## src/rtl/configurations_pkg.sv

```systemverilog
// Shared configuration for the vector memory path: element width and maximum vector length.
package configurations_pkg;
    localparam int DATA_WIDTH    = 32;
    localparam int VECTOR_LENGTH = 1024;
    localparam int VLEN_W        = $clog2(VECTOR_LENGTH) + 1;
endpackage

```

## src/rtl/v_addr_gen.sv

```systemverilog
// Strided address accumulator plus issue counter for one vector transfer.
module v_addr_gen
    import configurations_pkg::*;
(
    input  logic              clk,
    input  logic              reset,
    input  logic              load,
    input  logic              advance,
    input  logic [31:0]       base,
    input  logic [31:0]       stride,
    input  logic [VLEN_W-1:0] len,
    output logic [31:0]       addr,
    output logic              last
);
    logic [31:0]       r_acc;
    logic [31:0]       r_stride;
    logic [VLEN_W-1:0] r_cnt;
    logic [VLEN_W-1:0] r_len;

    always_ff @(posedge clk) begin
        if (reset) begin
            r_acc    <= '0;
            r_stride <= '0;
            r_cnt    <= '0;
            r_len    <= '0;
        end else if (load) begin
            r_acc    <= base;
            r_stride <= stride;
            r_cnt    <= '0;
            r_len    <= len;
        end else if (advance) begin
            // 32-bit add wraps silently; a negative stride is just its two's complement
            r_acc <= r_acc + r_stride;
            r_cnt <= r_cnt + VLEN_W'(1);
        end
    end

    assign addr = r_acc;
    // High while the element about to be issued is the final one
    assign last = (r_cnt == r_len - VLEN_W'(1));
endmodule

```

## src/rtl/v_mem_ctrl.sv

```systemverilog
// Vector load/store controller: strided element transfers between lane FIFOs and data memory.
module v_mem_ctrl
    import configurations_pkg::*;
(
    input  logic                  clk,
    input  logic                  reset,
    input  logic                  start_i,
    input  logic                  is_store_i,
    input  logic [31:0]           base_addr_i,
    input  logic [31:0]           stride_i,
    input  logic [VLEN_W-1:0]     vector_length_i,
    output logic                  ready_o,
    output logic                  done_o,
    output logic [31:0]           mem_addr_o,
    output logic                  mem_re_o,
    output logic                  mem_we_o,
    output logic [DATA_WIDTH-1:0] mem_wdata_o,
    input  logic [DATA_WIDTH-1:0] mem_rdata_i,
    output logic                  load_fifo_we_o,
    output logic [DATA_WIDTH-1:0] data_from_mem_o,
    input  logic                  load_fifo_almostfull_i,
    output logic                  store_fifo_re_o,
    input  logic [DATA_WIDTH-1:0] data_to_mem_i,
    input  logic                  store_fifo_empty_i
);
    typedef enum logic [1:0] {S_IDLE, S_LOAD, S_STORE, S_DRAIN} state_t;

    state_t            r_state;
    state_t            w_next;
    logic [VLEN_W-1:0] w_len;
    logic              w_start;
    logic              w_last;
    logic              w_issue_ld;
    logic              w_issue_st;
    logic [31:0]       w_addr;
    logic [31:0]       r_wb_addr;
    logic              r_ld_wb;
    logic              r_st_wb;

    assign w_len   = (vector_length_i > VLEN_W'(VECTOR_LENGTH)) ? VLEN_W'(VECTOR_LENGTH)
                                                                  : vector_length_i;
    assign w_start = (r_state == S_IDLE) && start_i;

    v_addr_gen u_addr_gen (
        .clk     (clk),
        .reset   (reset),
        .load    (w_start),
        .advance (w_issue_ld | w_issue_st),
        .base    (base_addr_i),
        .stride  (stride_i),
        .len     (w_len),
        .addr    (w_addr),
        .last    (w_last)
    );

    always_ff @(posedge clk) begin
        if (reset) r_state <= S_IDLE;
        else       r_state <= w_next;
    end

    // Leaving on the final issue puts its writeback in the single DRAIN cycle
    always_comb begin
        w_next = r_state;
        case (r_state)
            S_IDLE:  if (start_i) w_next = (w_len == '0) ? S_DRAIN : (is_store_i ? S_STORE : S_LOAD);
            S_LOAD:  if (w_issue_ld && w_last) w_next = S_DRAIN;
            S_STORE: if (w_issue_st && w_last) w_next = S_DRAIN;
            default: w_next = S_IDLE;
        endcase
    end

    // Strobes are gated by reset so nothing leaks out during the reset cycle itself
    always_comb begin
        ready_o         = (r_state == S_IDLE);
        done_o          = !reset && (r_state == S_DRAIN);
        w_issue_ld      = !reset && (r_state == S_LOAD)  && !load_fifo_almostfull_i;
        w_issue_st      = !reset && (r_state == S_STORE) && !store_fifo_empty_i;
        mem_re_o        = w_issue_ld;
        store_fifo_re_o = w_issue_st;
        mem_we_o        = !reset && r_st_wb;
        load_fifo_we_o  = !reset && r_ld_wb;
        mem_addr_o      = '0;
        if (mem_re_o)      mem_addr_o = w_addr;
        else if (mem_we_o) mem_addr_o = r_wb_addr;
        mem_wdata_o     = mem_we_o       ? data_to_mem_i : '0;
        data_from_mem_o = load_fifo_we_o ? mem_rdata_i   : '0;
    end

    // Store address is latched at FIFO-pop time so it pairs with the data arriving next cycle
    always_ff @(posedge clk) begin
        if (reset) begin
            r_ld_wb   <= 1'b0;
            r_st_wb   <= 1'b0;
            r_wb_addr <= '0;
        end else begin
            r_ld_wb <= w_issue_ld;
            r_st_wb <= w_issue_st;
            if (w_issue_st) r_wb_addr <= w_addr;
        end
    end
endmodule

```

## config.mk

```make
export PLATFORM = sky130hd
export DESIGN_NAME = v_mem_ctrl
export DESIGN_NICKNAME = d
export VERILOG_FILES = /design/src/rtl/configurations_pkg.sv /design/src/rtl/v_addr_gen.sv /design/src/rtl/v_mem_ctrl.sv
export SDC_FILE = /design/constraint.sdc
export NUM_CORES = 1
export LEC_CHECK = 0
export CAP_MARGIN = 10
export CORE_UTILIZATION = 47
export CTS_CLUSTER_SIZE = 8
export DETAILED_ROUTE_END_ITERATION = 8
export PLACE_DENSITY = 0.82
export SYNTH_ARGS = -nofsm -noshare
export SYNTH_HDL_FRONTEND = slang
export SYNTH_SLANG_ARGS = --single-unit
```

## constraint.sdc

```tcl
create_clock -name clk -period 3.38 [get_ports clk]
set_input_delay 0.676 -clock clk [delete_from_list [all_inputs] [get_ports clk]]
set_output_delay 0.676 -clock clk [all_outputs]
set_load 0.1 [all_outputs]
```

Word-level counts from Yosys, hierarchy flattened --
Cells that the tools add are included.
Cells by class: add/sub/neg operators 3, order comparisons 1, equal/unequal tests 7, multiplexer cells 13, bitwise gates (word level) 1, reductions and logical operators 18
Operator list (number):
- 32-bit 2-to-1 mux | 6
- 32-bit adder | 1
- 11-bit by 1-bit adder with 11-bit output (second input constant) | 1
- 11-bit equality test | 1
- 11-bit > comparator (second input constant) | 1
- 11-bit logical NOT | 1
- 11-bit 2-to-1 mux | 1
- 11-bit by 1-bit subtractor with 11-bit output (second input constant) | 1
- 1-bit logical AND | 10
- 2-bit 2-to-1 mux | 5
- 2-bit != test (second input constant) | 3
- 2-bit one-hot mux with 3 select lines | 1
- 2-bit equality test (second input constant) | 2
- 1-bit logical NOT | 3
- 3-bit AND reduction | 1
- 2-bit by 1-bit equality test with 1-bit output (second input constant) | 1
- 2-bit logical NOT | 1
- 2-bit nonzero test | 1
- 2-bit OR reduction | 1
- 1-bit OR | 1
Storage, ports and cells: register bits 122, input port bits 145, output and inout port bits 102, logic and storage cells 51

Longest topological paths before layout --
word-level depth 6, gate-level depth with buffers 11, mapped depth without buffers 11

Cells and area by module --
A second synthesis with hierarchy kept.
Second synthesis, totals: cell total of the unflattened synthesis 909, area total of the unflattened synthesis 7614.8 sq um
By module, submodules not included:
- v_addr_gen | times used 1, cells an instance 606, area an instance 5266.3 sq um, seq. area each 1721.7 sq um
- v_mem_ctrl | times used 1, cells an instance 303, area an instance 2348.5 sq um, seq. area each 720.7 sq um

Worst setup path before layout --
OpenSTA, ideal clock, no wires.
path type input to output, start input reset, end output mem_addr_o[1], arrival 3015 ps, required time 2704 ps, path slack -311 ps, cell stages on the path 3, buffers on the path 0, path through inv_1 > nand3_1 > o21ai_0
Between the ends: longest elaborated chain between the ends 4, elaborated cells between the ends (all ways) 6, classes of those cells mux (2); reduce/logical (4)
Ends and longest elaborated chain:
- start, declared | line v_mem_ctrl.sv:6 | input logic reset,
- 1-bit logical NOT (*) | line v_mem_ctrl.sv:76, v_mem_ctrl.sv:80
- 1-bit logical AND (on tied branches) | line v_mem_ctrl.sv:80, v_mem_ctrl.sv:76
- 32-bit 2-to-1 mux or 1-bit logical AND (tied branches) | line v_mem_ctrl.sv:84, v_mem_ctrl.sv:76
- 32-bit 2-to-1 mux (*) | line v_mem_ctrl.sv:83 | if (mem_re_o) mem_addr_o = w_addr;
- end, declared | line v_mem_ctrl.sv:14 | output logic [31:0] mem_addr_o,
Every way passes the cells marked *; elsewhere a longest branch is shown, timed or not.

Worst setup path in the final report --
start register u_addr_gen.r_acc[12] (netlist: u_addr_gen.addr[12]), end register u_addr_gen.r_acc[28] (netlist: u_addr_gen.addr[28])
Between the ends: longest elaborated chain between the ends 3
Ends and longest elaborated chain:
- start, declared | line v_addr_gen.sv:15 | logic [31:0] r_acc;
- start signal, assigned | line v_addr_gen.sv:27 | r_acc <= base;
- start signal, assigned | line v_addr_gen.sv:33 | r_acc <= r_acc + r_stride;
- 32-bit adder | line v_addr_gen.sv:33
- 32-bit 2-to-1 mux | line v_addr_gen.sv:31 | end else if (advance) begin
- 32-bit 2-to-1 mux | line v_addr_gen.sv:26 | end else if (load) begin
Every way passes these cells. The select of a mux whose other input is x is not followed. A chain may end at the register's enable or synchronous reset.

==> results.yml <==
synth:
  ys_seq_area_share_pct: 33.2
  syn_avg_cell_area_um2: 7.61
  synth.distinct_cells: 57
  ys_seq_elements: 122
  synth_edf_count: 0
  synth_cells: 968
  synth_nets: 1152
  synth_flop_cell: "dfxtp_1"
  ys_warn_count: 0
  synthArstFlopShare_pct: 0
  syn_area_um2: 7360
final_layout:
  nets: 1379
  multi_input_area_um2: 4660
  antenna_cells: 0
  final_layout_size_suffix_gt1_share_pct: 13.9
  fin_util_pct: 76.5
  nFillCells: 1086
  regArea_um2: 2440
  area_growth_pct: 58.6
  layout.cells.non_filler: 1419
run:
  drv_cap: 0
die:
  initial_utilization_pct: 48.2
  die_w_um: 127
  core_um2: 15300
  row_count: 45
  die_y_um: 127
  dieArea_um2: 16200
  io_pins: 247
critical_path:
  cp_data_required_time_ns: 3.73
  path_buf_inv: 0
  timing.rr.end: "u_addr_gen.addr[28]"
  crit_path_frequent_cell: "and3_1"
  cp_max_fo: 7
  crit_path_start_kind: "flop"
  rr_startpoint: "u_addr_gen.addr[12]"
  crit_path_end_kind: "flop"
  cpPeakStageDelay_ns: 0.73
  cp.arrival_ns: 3.58
  worstPathCellList: "ha_1, and3_1, and3_1, a21oi_1, a31oi_1, o41ai_1, o211ai_1, xnor2_1, a211oi_1"
  r2r_setup_slack_ns: 0.15
  critPathKind: "reg -> reg"
  cp_slowest_cell: "o41ai_1"
  crit_family: "compound AO/OA/AOI/OAI gates"
  ff2ff_path_depth: 9
cts:
  cts_tree: "done"
  hold_buffers: 0
  htree_levels: 4
  cts_setup_buffers: 0
  cts_resized: 0
  clock_latency_ns: 0.43
  clkTransAtPathRegs_ns: 0.06
  cts_made_buffers: 17
  cts_num_sinks: 122
  ctsLongestPathBuffers: 2
  cts_root_buf: "clkbuf_16"
place:
  gp_congestion: 0.898
  place_hpwl_um: 18900
  port_buffers: 246
  dpl.cell_count: 1387
route:
  drtAntennaViolNets: 0
  avgRoutedWirePerCell_um: 17.8
  wl_um: 25200
  via_count: 8022
  drtIter0Drc: 558
  drc: 0
  vias_per_cell: 5.65
  first_pass_iters: 6
min_path:
  whs_path_depth: 2
  min_from: "r_wb_addr[4]"
  hp-class: "reg -> reg"
  min_to: "r_wb_addr[4]"
sta:
  clock.fmax_ghz: 0.309
  setup_viol: 0
  min_period_over_period_pct: 95.6
  worstMarginPinSlew_ns: 0.903
  skew_ns: 0.00725
  min_period_ns: 3.23
  slew_violations: 0
  rsz0062_at_grt: "false"
  hold_viol: 0
  slew_headroom_pct: 39.8
global_route:
  grt_pass1_wl_um: 39600
  antenna_found_initial: 0
  grt_start_max_net_pins: 81
  grt_pass1_vias: 7590
  overflow: 0
  grt_usage_pct: 31.5
power:
  power.density_nw_per_um2: 511
  ir_worst_vdd_uv: 396
  p_leak_nw: 4.62
run_status:
  status: "completed"
## sequential cells by signal, indices dropped and copies added (netlist names)
| register | count |
|---|---|
| r_ld_wb | 1 |
| r_st_wb | 1 |
| r_state | 2 |
| r_wb_addr | 32 |
| u_addr_gen.addr | 32 |
| u_addr_gen.r_cnt | 11 |
| u_addr_gen.r_len | 11 |
| u_addr_gen.r_stride | 32 |
## layout make-up
cell class | instances | share of cell area [%]
clock buffers | 18 | 3.76
clock inverters | 14 | 1.67
inverters | 15 | 0.482
multi-input cells | 774 | 39.9
flip-flops and latches | 122 | 20.9
well taps | 211 | 2.26
repair buffers | 265 | 31.0
## per-stage QoR
step / TNS, ns / setup slack, ns / power [W] / instance area (um2) / hold WS (ns)
final: 0 / 0.147 / 0.00597 / 11700 / 0.454
after global routing: 0 / 0.0498 / 0.00626 / 11700 / 0.470
after CTS: 0 / 0.214 / 0.00595 / 11700 / 0.456
after detailed placement: 0 / 0.311 / 0.00399 / 11000 / 0.448
after global placement: 0 / 0.248 / 0.00395 / 11000 / 0.443
after floorplan: -0.0579 / -0.0579 / 0.00327 / 7370 / 0.436
## report_power, final
part | internal (W) | switching [W] | total (W)
combinational | 0.000847 | 0.00132 | 0.00216
clock | 0.00126 | 0.000700 | 0.00196
sequential | 0.00163 | 0.000214 | 0.00185
## layout by cell type (no fill, tap or decap), types with 5 or more instances in the layout
cell             instances
xor2_1                  15
clkbuf_16               17
buf_12                 102
xnor2_1                 26
and3_1                   7
o21ai_0                 50
ha_1                    38
nor2_1                  44
nand2_1                186
nand3_1                 18
clkdlybuf4s50_1        143
and4_1                   5
a22o_1                  38
o211ai_1                 7
a21oi_1                122
a31oi_1                 11
a211oi_1                 6
or3_1                    9
a21o_1                  18
a311oi_1                10
dfxtp_1                122
nor3_1                   9
inv_1                   15
nor2b_1                  6
nand4_1                 11
buf_4                   19
and2_1                  69
## tightest hold or removal path: cells and delay by family, from the launching register on
family / cells / cell delay (ns)
flip-flops: 1 / 0.31
AND/OR/NAND/NOR: 1 / 0.05
AO/OA/AOI/OAI: 1 / 0.05
## metal layers
metal,up-vias,routed length (um),track usage (%)
met4,0,892,13.0
met2,331,12600,55.8
met1,3755,9930,36.8
li1,3873,-,-
met5,-,0,0
met3,63,1830,6.95
## synthesized netlist by cell type (all sizes together), types with 11 or more instances
cell type | count | area share (%)
nand2 | 187 | 9.5
a21oi | 122 | 8.3
dfxtp | 122 | 33
and2 | 70 | 5.9
o21ai | 53 | 3.6
nor2 | 46 | 2.3
clkbuf | 44 | 2.2
a22o | 39 | 4.7
ha | 38 | 6.5
xnor2 | 26 | 3.1
a21o | 18 | 1.8
nand3 | 18 | 1.2
inv | 15 | 0.76
xor2 | 15 | 1.8
buf | 13 | 0.80
a31oi | 11 | 0.93
nand4 | 11 | 0.93
nor3 | 11 | 0.88
## logic make-up (layout without fill, tap and decap cells)
logic type | count (synthesis) | after routing | share of synthesized area, %
compound gates | 297 | 297 | 25.3
xor+xnor | 41 | 41 | 4.88
fa+ha+maj | 39 | 39 | 6.73
buf+inv | 72 | 312 | 3.81
flops | 122 | 122 | 33.2
mux | 3 | 3 | 0.408
simple gates | 394 | 394 | 25.7
## worst max-delay path by stage
stage	start	endpoint	slack, ns	cells past startpoint
after floorplan	reset	mem_addr_o[1]	-0.06	6
after global placement	u_addr_gen.addr[12]	u_addr_gen.addr[28]	0.25	9
after detailed placement	store_fifo_empty_i	u_addr_gen.r_cnt[5]	0.31	6
after CTS	u_addr_gen.addr[12]	u_addr_gen.addr[28]	0.21	9
after global routing	u_addr_gen.addr[12]	u_addr_gen.addr[28]	0.05	9
final	u_addr_gen.addr[12]	u_addr_gen.addr[28]	0.15	9
No activity file was read; power rests on OpenSTA's default activity.
